$ cat src/rtl/riscv_pkg.sv
// Shared types for the memory-port arbiter: FSM states, owner IDs and grant bit positions.
package riscv_pkg;

  typedef enum logic [1:0] {
    IDLE  = 2'd0,
    ISSUE = 2'd1,
    RESP  = 2'd2
  } arb_state_t;

  typedef enum logic {
    FETCH = 1'b0,
    DATA  = 1'b1
  } owner_t;

  localparam int unsigned GRANT_W   = 2;
  localparam int unsigned GNT_FETCH = 0;
  localparam int unsigned GNT_DATA  = 1;

endpackage

$ cat src/rtl/arb_grant.sv
// Combinational winner selection between the fetch and data requesters.
// RR_EN=1: a tie goes to the requester not granted last; RR_EN=0: data wins ties.
module arb_grant
  import riscv_pkg::*;
#(
  parameter bit RR_EN = 1'b0
) (
  input  logic               if_valid,
  input  logic               d_valid,
  input  owner_t             last_grant,
  output logic [GRANT_W-1:0] grant
);

  // One-hot grant; empty when nobody requests.
  always_comb begin
    grant = '0;
    if (if_valid && d_valid) begin
      if (RR_EN && (last_grant == DATA)) grant[GNT_FETCH] = 1'b1;
      else                               grant[GNT_DATA]  = 1'b1;
    end else if (d_valid) begin
      grant[GNT_DATA] = 1'b1;
    end else if (if_valid) begin
      grant[GNT_FETCH] = 1'b1;
    end
  end

endmodule

$ cat src/rtl/mem_port_arbiter.sv
// Two-requester (fetch/data) arbiter onto a single synchronous memory port.
// One access per three cycles: IDLE (accept) -> ISSUE (mem_en) -> RESP (rsp_valid).
// Optional macro ARB_ROUND_ROBIN_EN: round-robin tie-break instead of data-first priority.
module mem_port_arbiter
  import riscv_pkg::*;
#(
  parameter int unsigned ADDR_W = 32,
  parameter int unsigned DATA_W = 32
) (
  input  logic              clk,
  input  logic              reset_n,
  // fetch port
  input  logic              if_req_valid,
  output logic              if_req_ready,
  input  logic [ADDR_W-1:0] if_addr,
  output logic              if_rsp_valid,
  output logic [DATA_W-1:0] if_rdata,
  // data port
  input  logic              d_req_valid,
  output logic              d_req_ready,
  input  logic [ADDR_W-1:0] d_addr,
  input  logic              d_we,
  input  logic [DATA_W-1:0] d_wdata,
  output logic              d_rsp_valid,
  output logic [DATA_W-1:0] d_rdata,
  // memory side
  output logic              mem_en,
  output logic              mem_we,
  output logic [ADDR_W-1:0] mem_addr,
  output logic [DATA_W-1:0] mem_wdata,
  input  logic [DATA_W-1:0] mem_rdata
);

  arb_state_t         state_q;
  owner_t             owner_q;
  logic               we_q;
  owner_t             last_grant;
  logic [GRANT_W-1:0] grant;
  logic               if_acc;
  logic               d_acc;
  logic               accept;

`ifdef ARB_ROUND_ROBIN_EN
  localparam bit RR_EN = 1'b1;

  // Remember who was granted last so the next tie goes the other way.
  always_ff @(posedge clk or negedge reset_n) begin
    if (!reset_n)    last_grant <= FETCH;
    else if (accept) last_grant <= d_acc ? DATA : FETCH;
  end
`else
  localparam bit RR_EN = 1'b0;

  assign last_grant = FETCH;
`endif

  arb_grant #(
    .RR_EN (RR_EN)
  ) u_arb_grant (
    .if_valid   (if_req_valid),
    .d_valid    (d_req_valid),
    .last_grant (last_grant),
    .grant      (grant)
  );

  // Ready only in IDLE and only for the winner; held low while reset is asserted.
  assign if_req_ready = reset_n && (state_q == IDLE) && grant[GNT_FETCH];
  assign d_req_ready  = reset_n && (state_q == IDLE) && grant[GNT_DATA];

  assign if_acc = if_req_valid && if_req_ready;
  assign d_acc  = d_req_valid && d_req_ready;
  assign accept = if_acc || d_acc;

  // Read data is forwarded straight from memory in the RESP cycle; writes return zero.
  assign if_rdata = (if_rsp_valid && !we_q) ? mem_rdata : '0;
  assign d_rdata  = (d_rsp_valid && !we_q)  ? mem_rdata : '0;

  // Access sequencer: captures the winning request and drives memory/response outputs.
  always_ff @(posedge clk or negedge reset_n) begin
    if (!reset_n) begin
      state_q      <= IDLE;
      owner_q      <= FETCH;
      we_q         <= 1'b0;
      mem_en       <= 1'b0;
      mem_we       <= 1'b0;
      mem_addr     <= '0;
      mem_wdata    <= '0;
      if_rsp_valid <= 1'b0;
      d_rsp_valid  <= 1'b0;
    end else begin
      case (state_q)
        IDLE: begin
          if (accept) begin
            state_q   <= ISSUE;
            owner_q   <= d_acc ? DATA : FETCH;
            we_q      <= d_acc && d_we;
            mem_en    <= 1'b1;
            mem_we    <= d_acc && d_we;
            mem_addr  <= d_acc ? d_addr : if_addr;
            mem_wdata <= d_acc ? d_wdata : '0;
          end
        end
        ISSUE: begin
          state_q      <= RESP;
          mem_en       <= 1'b0;
          mem_we       <= 1'b0;
          mem_addr     <= '0;
          mem_wdata    <= '0;
          if_rsp_valid <= (owner_q == FETCH);
          d_rsp_valid  <= (owner_q == DATA);
        end
        RESP: begin
          state_q      <= IDLE;
          if_rsp_valid <= 1'b0;
          d_rsp_valid  <= 1'b0;
        end
        default: begin
          state_q      <= IDLE;
          mem_en       <= 1'b0;
          mem_we       <= 1'b0;
          mem_addr     <= '0;
          mem_wdata    <= '0;
          if_rsp_valid <= 1'b0;
          d_rsp_valid  <= 1'b0;
        end
      endcase
    end
  end

endmodule

$ cat config.mk
export PLATFORM = sky130hd
export DESIGN_NAME = mem_port_arbiter
export DESIGN_NICKNAME = d
export VERILOG_FILES = /design/src/rtl/riscv_pkg.sv /design/src/rtl/arb_grant.sv /design/src/rtl/mem_port_arbiter.sv
export SDC_FILE = /design/constraint.sdc
export NUM_CORES = 1
export LEC_CHECK = 0
export CORE_ASPECT_RATIO = 0.7
export CORE_MARGIN = 2
export CORE_UTILIZATION = 38
export CTS_BUF_LIST = sky130_fd_sc_hd__clkbuf_2
export CTS_CLUSTER_SIZE = 20
export DETAILED_ROUTE_END_ITERATION = 6
export PLACE_DENSITY = 0.88
export SYNTH_ARGS = -nofsm -noshare
export SYNTH_HDL_FRONTEND = slang
export SYNTH_HIERARCHICAL = 1
export SYNTH_SLANG_ARGS = --single-unit
$ cat constraint.sdc
create_clock -name clk -period 3.4 [get_ports clk]
set_clock_uncertainty 0.15 [all_clocks]
set_input_delay 0.34 -clock clk [delete_from_list [all_inputs] [get_ports clk]]
set_output_delay 0.34 -clock clk [all_outputs]
set_load 0.01 [all_outputs]
==> impl_metrics.ini, run 1 <==
[run_status]
outcome = complete, no violations

[drt]
vias = 3929
drc = 0
firstDrtPassIters = 5
wl_um = 13180
viasPerCell = 5.302
ant_nets = 0
initialDrtViolationCount = 234
wl_per_cell_um = 17.79

[power]
leakage_nw = 2.582
p_per_area_nw_per_um2 = 427.9
vdd_drop_max_uv = 215.0

[worst_setup_path]
crit_start = reset_n
crit_end = if_req_ready
r2r_setup_slack_ps = 870
rr_endpoint = mem_wdata[7]$_DFFE_PN0P_
startpoint_type = primary input
worst-r2r-cell-count = 3
arrival_ps = 2290
timing.rr.start = state_q[0]$_DFFE_PN0P_
critPathKind = in -> out
required_ps = 2910
crit_path_end_kind = output pin
crit_fanout = 25

[layout]
drive_gt1_share_pct = 4.383
fin_util_pct = 70.04
fillerInstances = 675
area_growth_pct = 77.82
nets = 746
fin_area_um2 = 6379

[sta]
setup_tns_ps = 0
tightest_slew_ps = 1040
fin_ws_ps = 616.6
setup_viol = 0
final.min_clock_period_ps = 2783
finalCritPeriodShare_pct = 81.86
rsz0062_at_grt = false
whs_ps = 177.6
slew_violations = 0
relSlewSlack_pct = 30.26
hold_viol = 0
fmax_mhz = 359.3

[logic_synthesis]
syn_nets = 497
syn_inst = 364
yosys_warnings = 6
avgSynthCellArea_um2 = 9.855
netlist_area_um2 = 3587

[clock_network]
cts_made_buffers = 9
cts.sinks = 72
clk_latency_ps = 440
cts_htree_levels = 3
clockRootBuffer = clkbuf_2
path_clk_slew_ps = 210
cts_tree = done
cts.repair.resized = 0
clockBufferDepth = 2
cts_setup_buffers = 0

[floorplanning]
die_height_um = 85.29
core_um2 = 9107
initial_utilization_pct = 39.39
ios = 267
dieWidth_um = 120.1
rows = 29
die_area_um2 = 10250

[place]
dpl-instance-area_um2 = 6295
routabilityCongestion = 0.8775
io_buffers = 266
hpwl_um = 9802
dp_slack_ps = 829.7

[global_routing]
antenna_found_initial = 1
grt_max_degree = 36
grt_pass1_wl_um = 20180
track_usage_pct = 25.12
grt_util_met1_pct = 31.08
grt_overflow_total = 0
gr-max-usage-layer = met2
gr-usage-met2_pct = 43.49
grtUsageMet3_pct = 5.242
grt_pass1_vias = 3813

[hold_path]
hold_path_class = in -> async

[flow_run]
drv_cap = 0
## timing repair
item                                   in CTS  in global routing
setup endpoints to repair                   0                  0
hold buffers                                1                  0
endpoints found under the hold margin      58                  0
## where the power goes
| group | switching (mW) | total [mW] | internal, mW |
|---|---|---|---|
| registers | 0.101 | 1.11 | 1.00 |
| clock network | 0.290 | 0.373 | 0.0825 |
| logic | 0.502 | 1.25 | 0.749 |
## stage by stage
stage	total power [mW]	instances
2_1_floorplan	1.587	364
3_3_place_gp	2.345	725
3_5_place_dp	2.372	725
4_1_cts	2.744	740
5_1_grt	2.878	741
6_report	2.729	741
## layout make-up
| cell class | count | area, um^2 | area share, % |
|---|---|---|---|
| Antenna cell | 1 | 2.502 | 0.03923 |
| Inverter | 3 | 11.26 | 0.1765 |
| Sequential cell | 72 | 1802 | 28.25 |
| Multi-Input combinational cell | 250 | 1592 | 24.95 |
| Tap cell | 124 | 155.1 | 2.432 |
| Clock inverter | 5 | 26.28 | 0.4119 |
| Timing Repair Buffer | 277 | 2745 | 43.04 |
| Clock buffer | 9 | 45.04 | 0.7062 |
## state kept, by name, summed over array words and instances, names as in the netlist
signal        flops
we_q              1
d_rsp_valid       1
mem_we            1
mem_wdata        32
if_rsp_valid      1
owner_q           1
mem_addr         32
state_q           2
mem_en            1
## how the worst min path moves through the flow
stage                                to  slack [ps]  cells past startpoint
2_1_floorplan   d_rsp_valid$_DFFE_PN0N_        -110                      0
3_3_place_gp   mem_addr[19]$_DFFE_PN0P_         100                      1
3_5_place_dp   mem_addr[19]$_DFFE_PN0P_         110                      1
4_1_cts        mem_addr[21]$_DFFE_PN0P_          90                      2
5_1_grt        mem_addr[18]$_DFFE_PN0P_         130                      2
6_report        mem_addr[0]$_DFFE_PN0P_         180                      2
## critical path, stage by stage
cell	delay, ps
dlygate4sd3_1	560
buf_4	330
nor3b_4	320
and2_1	180
clkdlybuf4s50_1	550
## layer usage
| layer | routed length [um] | part of all wire [%] |
|---|---|---|
| met1 | 5128 | 39 |
| met4 | 204 | 1.5 |
| met5 | 0 | 0 |
| met2 | 6714 | 51 |
| met3 | 1133 | 8.6 |
## cells in the final DEF, fill, tap and decap left out
cell type and n:
a22o_1 34, clkinv_1 2, clkinv_2 3, dlygate4sd3_1 1, nor2_4 1, nor3b_4 1, clkbuf_2 9, or3b_1 1
dfrtp_1 72, o211ai_1 16, a31oi_1 32, nor2b_1 3, mux2i_1 1, buf_4 11, nand2_1 3, and2_1 68
o21ai_0 2, diode_2 1, and3_1 1, inv_1 2, nor2_1 3, a21o_1 1, a211oi_1 1, clkdlybuf4s50_1 265
nor3_1 32, nand4b_1 1, clkinvlp_4 1, o211a_4 1, nand3_1 48
No activity file was read; power rests on OpenSTA's default activity.
==> inputs of run 2 (changes only) <==
--- a/config.mk
+++ b/config.mk
@@ -7,11 +7,11 @@
 export LEC_CHECK = 0
 export CORE_ASPECT_RATIO = 0.7
 export CORE_MARGIN = 2
-export CORE_UTILIZATION = 38
+export CORE_UTILIZATION = 35
 export CTS_BUF_LIST = sky130_fd_sc_hd__clkbuf_2
 export CTS_CLUSTER_SIZE = 20
 export DETAILED_ROUTE_END_ITERATION = 6
-export PLACE_DENSITY = 0.88
+export PLACE_DENSITY = 0.82
 export SYNTH_ARGS = -nofsm -noshare
 export SYNTH_HDL_FRONTEND = slang
 export SYNTH_HIERARCHICAL = 1
==> constraint.sdc (replaced) <==
create_clock -name clk -period 2.8 [get_ports clk]
set_clock_uncertainty 0.15 [all_clocks]
set_input_delay 0.28 -clock clk [delete_from_list [all_inputs] [get_ports clk]]
set_output_delay 0.28 -clock clk [all_outputs]
set_load 0.01 [all_outputs]
==> run 2 against run 1 <==
Against the previous run: sequential share of layout area decreased by 0.47 points; worst setup slack lost 370 ps; clock power is 99% higher; via count decreased by 0.15%; cell area up 1.7%; non-clock buffer count grew 2; critical path depth down 1; worst hold slack better by 16 ps; flip-flop and latch count stayed put; combinational power grew 24%; cell count up 0.94%; sequential power increased by 21%; critical endpoint is now d_rdata[0]; largest cell class unchanged; largest power group unchanged.
==> impl_metrics.ini, run 2 (synthesis gave the netlist of run 1 again) <==
[worst_setup_path]
required_ps = 2370
arrival_ps = 2130
r2r_setup_slack_ps = 440
rr_endpoint = mem_we$_DFFE_PN0P_
critPathKind = reg -> out
crit_fanout = 32
worst-r2r-cell-count = 3
crit_path_end_kind = output pin
timing.rr.start = state_q[0]$_DFFE_PN0P_
startpoint_type = flip-flop

[drt]
firstDrtPassIters = 5
ant_nets = 0
wl_per_cell_um = 18.51
wl_um = 13840
wl_met2_um = 6484
initialDrtViolationCount = 407
drc = 0
viasPerCell = 5.245
vias = 3923
met3_length_um = 1407
wl_met1_um = 5741
dr.max_layer_used = met4

[layout]
area_growth_pct = 80.85
layout_common_cells = 265 x clkdlybuf4s50_1, 72 x dfrtp_1, 68 x and2_1
final_common_cell = clkdlybuf4s50_1
reg_top3 = mem_addr (32), mem_wdata (32), state_q (2)
fin_cells = 748
fillerInstances = 749
drive_gt1_share_pct = 5.000
diodes = 0
nets = 748

[hold_path]
min_to = mem_addr[8]$_DFFE_PN0P_
hold_path_class = in -> reg
hold_depth = 3
hold_start = if_addr[8]

[place]
io_buffers = 266
routabilityCongestion = 0.8077
dp_slack_ps = 350.4
dp_cells = 731
hpwl_um = 10460

[global_routing]
grt_pass1_wl_um = 21180
antenna_found_initial = 0
track_usage_pct = 24.36
grt_pass1_vias = 3906
grt_max_degree = 50
grt_overflow_total = 0

[floorplanning]
die_height_um = 88.70
rows = 30
die_area_um2 = 11090
ios = 267
dieWidth_um = 125
initial_utilization_pct = 36.48
core_um2 = 9834

[power]
pwr-share-seq_pct = 36.9
p_comb_share_pct = 42.7
clkPwrFrac_pct = 20.4
p_int_mw = 2.517
p_per_area_nw_per_um2 = 560.3
vdd_drop_max_uv = 323.8
leakage_nw = 2.632
p_sw_share_pct = 30.75
switchingPower_mw = 1.118

[clock_network]
cts_made_buffers = 9
path_clk_slew_ps = 200
cts_tree = done
clk_latency_ps = 500
cts_htree_levels = 3
clockBufferDepth = 2
clockRootBuffer = clkbuf_2
cts.sinks = 72

[flow_run]
drv_cap = 0

[sta]
fmax_mhz = 391.3
hold_viol = 0
setup_viol = 0
rsz0062_at_grt = false
fin_ws_ps = 244.3
final.min_clock_period_ps = 2556
relSlewSlack_pct = 46.79
slew_violations = 0
tightest_slew_ps = 796.3
setup_tns_ps = 0
finalCritPeriodShare_pct = 91.27

[run_status]
outcome = complete, no violations
run 2: changes by cell type in the layout (fill, tap and decap cells not counted), sizes merged:
| cell | change |
|---|---|
| diode | -1 |
| buf | +2 |
| bufinv | +3 |
| clkinv | -1 |
run 2: worst max path at each step:
stage / startpoint / end / cells after the start
after global routing: we_q$_DFFE_PN0P_ / d_rdata[0] / 4
after detailed placement: d_req_valid / mem_wdata[8]$_DFFE_PN0P_ / 4
after CTS: if_rsp_valid$_DFFE_PN0N_ / if_rdata[19] / 4
final: d_rsp_valid$_DFFE_PN0N_ / d_rdata[0] / 4
after floorplan: state_q[0]$_DFFE_PN0P_ / mem_wdata[10]$_DFFE_PN0P_ / 6
after global placement: d_req_valid / mem_wdata[8]$_DFFE_PN0P_ / 4
run 2: final cells by class:
class                      count  area, um^2  area share, %
timing repair buffer         279        2760          42.55
clock inverter                 7       110.1          1.697
clock buffer                   9       45.04         0.6943
inverter                       3       11.26         0.1736
sequential                    72        1802          27.77
multi-input combinational    250        1599          24.65
tap                          128       160.2          2.469
run 2: power groups by stage:
stage,clock network (mW),registers [mW],logic [mW]
floorplan,0,1.42,0.506
global placement,0,1.35,1.53
finish,0.743,1.34,1.55
detailed placement,0,1.35,1.56
CTS,0.771,1.34,1.56
global route,0.814,1.37,1.66
run 2: critical path, cell delays in order (launching register included):
cell and delay (ps):
dfrtp_1 430, nor2b_1 140, buf_4 270, and2_1 210, clkdlybuf4s50_1 560
run 2: layer usage:
layer  vias to the layer above  global-route usage [%]
met5                         -                       0
met4                         0                   6.869
met3                        18                   8.767
met2                       231                   37.55
met1                      1843                   32.81
li1                       1831                       -
run 2: repair_timing:
| item | 4_1_cts | 5_1_grt |
|---|---|---|
| endpoints found under the setup margin | 24 | 1 |
| cloned | 0 | 0 |
| setup buffers | 0 | 0 |
| resized for setup | 1 | 1 |
| hold endpoints to repair | 46 | 0 |
| hold buffers | 1 | 0 |
run 2: per-stage QoR:
| step | power (mW) | instance area [um^2] | util (%) | hold WS [ps] |
|---|---|---|---|---|
| 5_1_grt | 3.837 | 6487 | 65.97 | 118.7 |
| 6_report | 3.635 | 6487 | 65.97 | 193.1 |
| 3_5_place_dp | 2.909 | 6315 | 64.21 | 287.2 |
| 2_1_floorplan | 1.927 | 3587 | - | -165.6 |
| 3_3_place_gp | 2.885 | 6315 | 64.21 | 283.8 |
| 4_1_cts | 3.673 | 6482 | 65.92 | 126.1 |
==> inputs of run 3 (changes only) <==
--- a/config.mk
+++ b/config.mk
@@ -5,13 +5,13 @@
 export SDC_FILE = /design/constraint.sdc
 export NUM_CORES = 1
 export LEC_CHECK = 0
+export ABC_AREA = 0
 export CORE_ASPECT_RATIO = 0.7
-export CORE_MARGIN = 2
-export CORE_UTILIZATION = 35
+export CORE_UTILIZATION = 38
 export CTS_BUF_LIST = sky130_fd_sc_hd__clkbuf_2
 export CTS_CLUSTER_SIZE = 20
 export DETAILED_ROUTE_END_ITERATION = 6
-export PLACE_DENSITY = 0.82
+export PLACE_DENSITY = 0.88
 export SYNTH_ARGS = -nofsm -noshare
 export SYNTH_HDL_FRONTEND = slang
 export SYNTH_HIERARCHICAL = 1
==> constraint.sdc (replaced) <==
create_clock -name clk -period 3 [get_ports clk]
set_clock_uncertainty 0.15 [all_clocks]
set_input_delay 0.3 -clock clk [delete_from_list [all_inputs] [get_ports clk]]
set_output_delay 0.3 -clock clk [all_outputs]
set_load 0.01 [all_outputs]
==> run 3 against run 2 <==
Against the previous run: first-iteration DRC count down 34%; worst setup slack better by 200 ps; sequential power shrank 7%; utilization is 4.2 points higher; flip-flop and latch count is the same; count of clock-buffer cells in the layout up 1; sequential share of layout area is 0.44 points higher; power is 16% lower; via count rose by 2.1%; non-clock buffer count shrank 1; clock power is 46% lower; critical endpoint is now d_req_ready.
==> impl_metrics.ini, run 3 (synthesis gave the netlist of run 1 again) <==
[clock_network]
path_clk_slew_ps = 180
clockBufferDepth = 2
clockRootBuffer = clkbuf_2
cts_made_buffers = 9
cts_htree_levels = 3
cts.sinks = 72
cts_tree = done
clk_latency_ps = 470

[global_routing]
grt_pass1_vias = 3800
grt_pass1_wl_um = 19890
grt_overflow_total = 0
antenna_found_initial = 0
grt_max_degree = 41
track_usage_pct = 25.60

[run_status]
outcome = complete, no violations

[layout]
layout_common_cells = 265 x clkdlybuf4s50_1, 72 x dfrtp_1, 68 x and2_1
drive_gt1_share_pct = 4.221
final_common_cell = clkdlybuf4s50_1
nets = 747
area_growth_pct = 78.06
reg_top3 = mem_addr (32), mem_wdata (32), state_q (2)
diodes = 0

[sta]
slew_violations = 0
final.min_clock_period_ps = 2552
hold_viol = 0
setup_viol = 0
fmax_mhz = 391.9
relSlewSlack_pct = 34.63
rsz0062_at_grt = false
tightest_slew_ps = 974.6
fin_ws_ps = 448.3
finalCritPeriodShare_pct = 85.06
setup_tns_ps = 0

[floorplanning]
die_height_um = 83.29
rows = 29
dieWidth_um = 118.1
die_area_um2 = 9839
core_um2 = 9107
initial_utilization_pct = 39.39
ios = 267

[drt]
ant_nets = 0
viasPerCell = 5.412
initialDrtViolationCount = 268
firstDrtPassIters = 5
vias = 4005
wl_um = 12820
drc = 0
wl_per_cell_um = 17.32

[worst_setup_path]
startpoint_type = primary input
arrival_ps = 2100
crit_path_end_kind = output pin
r2r_setup_slack_ps = 530
critPathKind = in -> out
required_ps = 2550
crit_fanout = 22

[power]
vdd_drop_max_uv = 231.5
p_per_area_nw_per_um2 = 480.5
leakage_nw = 2.587

[hold_path]
hold_path_class = in -> async

[place]
routabilityCongestion = 0.9165
hpwl_um = 9589
io_buffers = 266
dp_slack_ps = 577.4

[flow_run]
drv_cap = 0
run 3: report_power, final:
| part | switching [mW] | internal (mW) |
|---|---|---|
| Combinational | 0.569 | 0.851 |
| Clock | 0.305 | 0.0932 |
| Sequential | 0.112 | 1.14 |
run 3: worst max-delay path, cell delays in order:
cell	delay (ps)
dlygate4sd3_1	550
buf_4	290
nor3b_4	270
and2_1	160
clkdlybuf4s50_1	530
run 3: final cells by class:
cell class | instances | area (um^2)
Timing Repair Buffer | 278 | 2765
Fill cell | 669 | 2720
Sequential cell | 72 | 1802
Multi-Input combinational cell | 250 | 1592
Tap cell | 124 | 155.1
Clock buffer | 10 | 50.05
Clock inverter | 3 | 12.51
Inverter | 3 | 11.26
run 3: metal layers:
metal	vias up	wire length, um	track usage, %
met2	270	6571	45.51
met3	45	1121	6.250
met1	1869	4669	29.84
met4	0	456	9.674
met5	-	0	0
li1	1821	-	-
run 3: through the flow:
stage / hold WS [ps] / total power, mW / area (um^2) / utilization (%) / cells
after floorplan: -145.6 / 1.798 / 3587 / - / 364
after CTS: 26.53 / 3.091 / 6387 / 70.13 / 740
after detailed placement: 51.41 / 2.689 / 6315 / 69.34 / 726
after global routing: 52.34 / 3.228 / 6387 / 70.13 / 740
final: 100.5 / 3.069 / 6387 / 70.13 / 740
after global placement: 44.12 / 2.657 / 6315 / 69.34 / 726
run 3: worst paths after layout:
check                                     startpoint                         to  cells after the start
max                                          reset_n                d_req_ready                      5
min                                          reset_n         mem_en$_DFFE_PN0P_                      2
max reg2reg                   state_q[0]$_DFFE_PN0P_  mem_wdata[14]$_DFFE_PN0P_                      3
min reg2reg                mem_wdata[28]$_DFFE_PN0P_  mem_wdata[28]$_DFFE_PN0P_                      1
max in group asynchronous                    reset_n  mem_wdata[22]$_DFFE_PN0P_                      3
min in group clk                         if_addr[24]   mem_addr[24]$_DFFE_PN0P_                      3
run 3: what timing repair did:
action,4_1_cts,5_1_grt
hold endpoints to repair,72,0
hold buffers,1,0
gates resized for setup,0,0
setup buffers,0,0
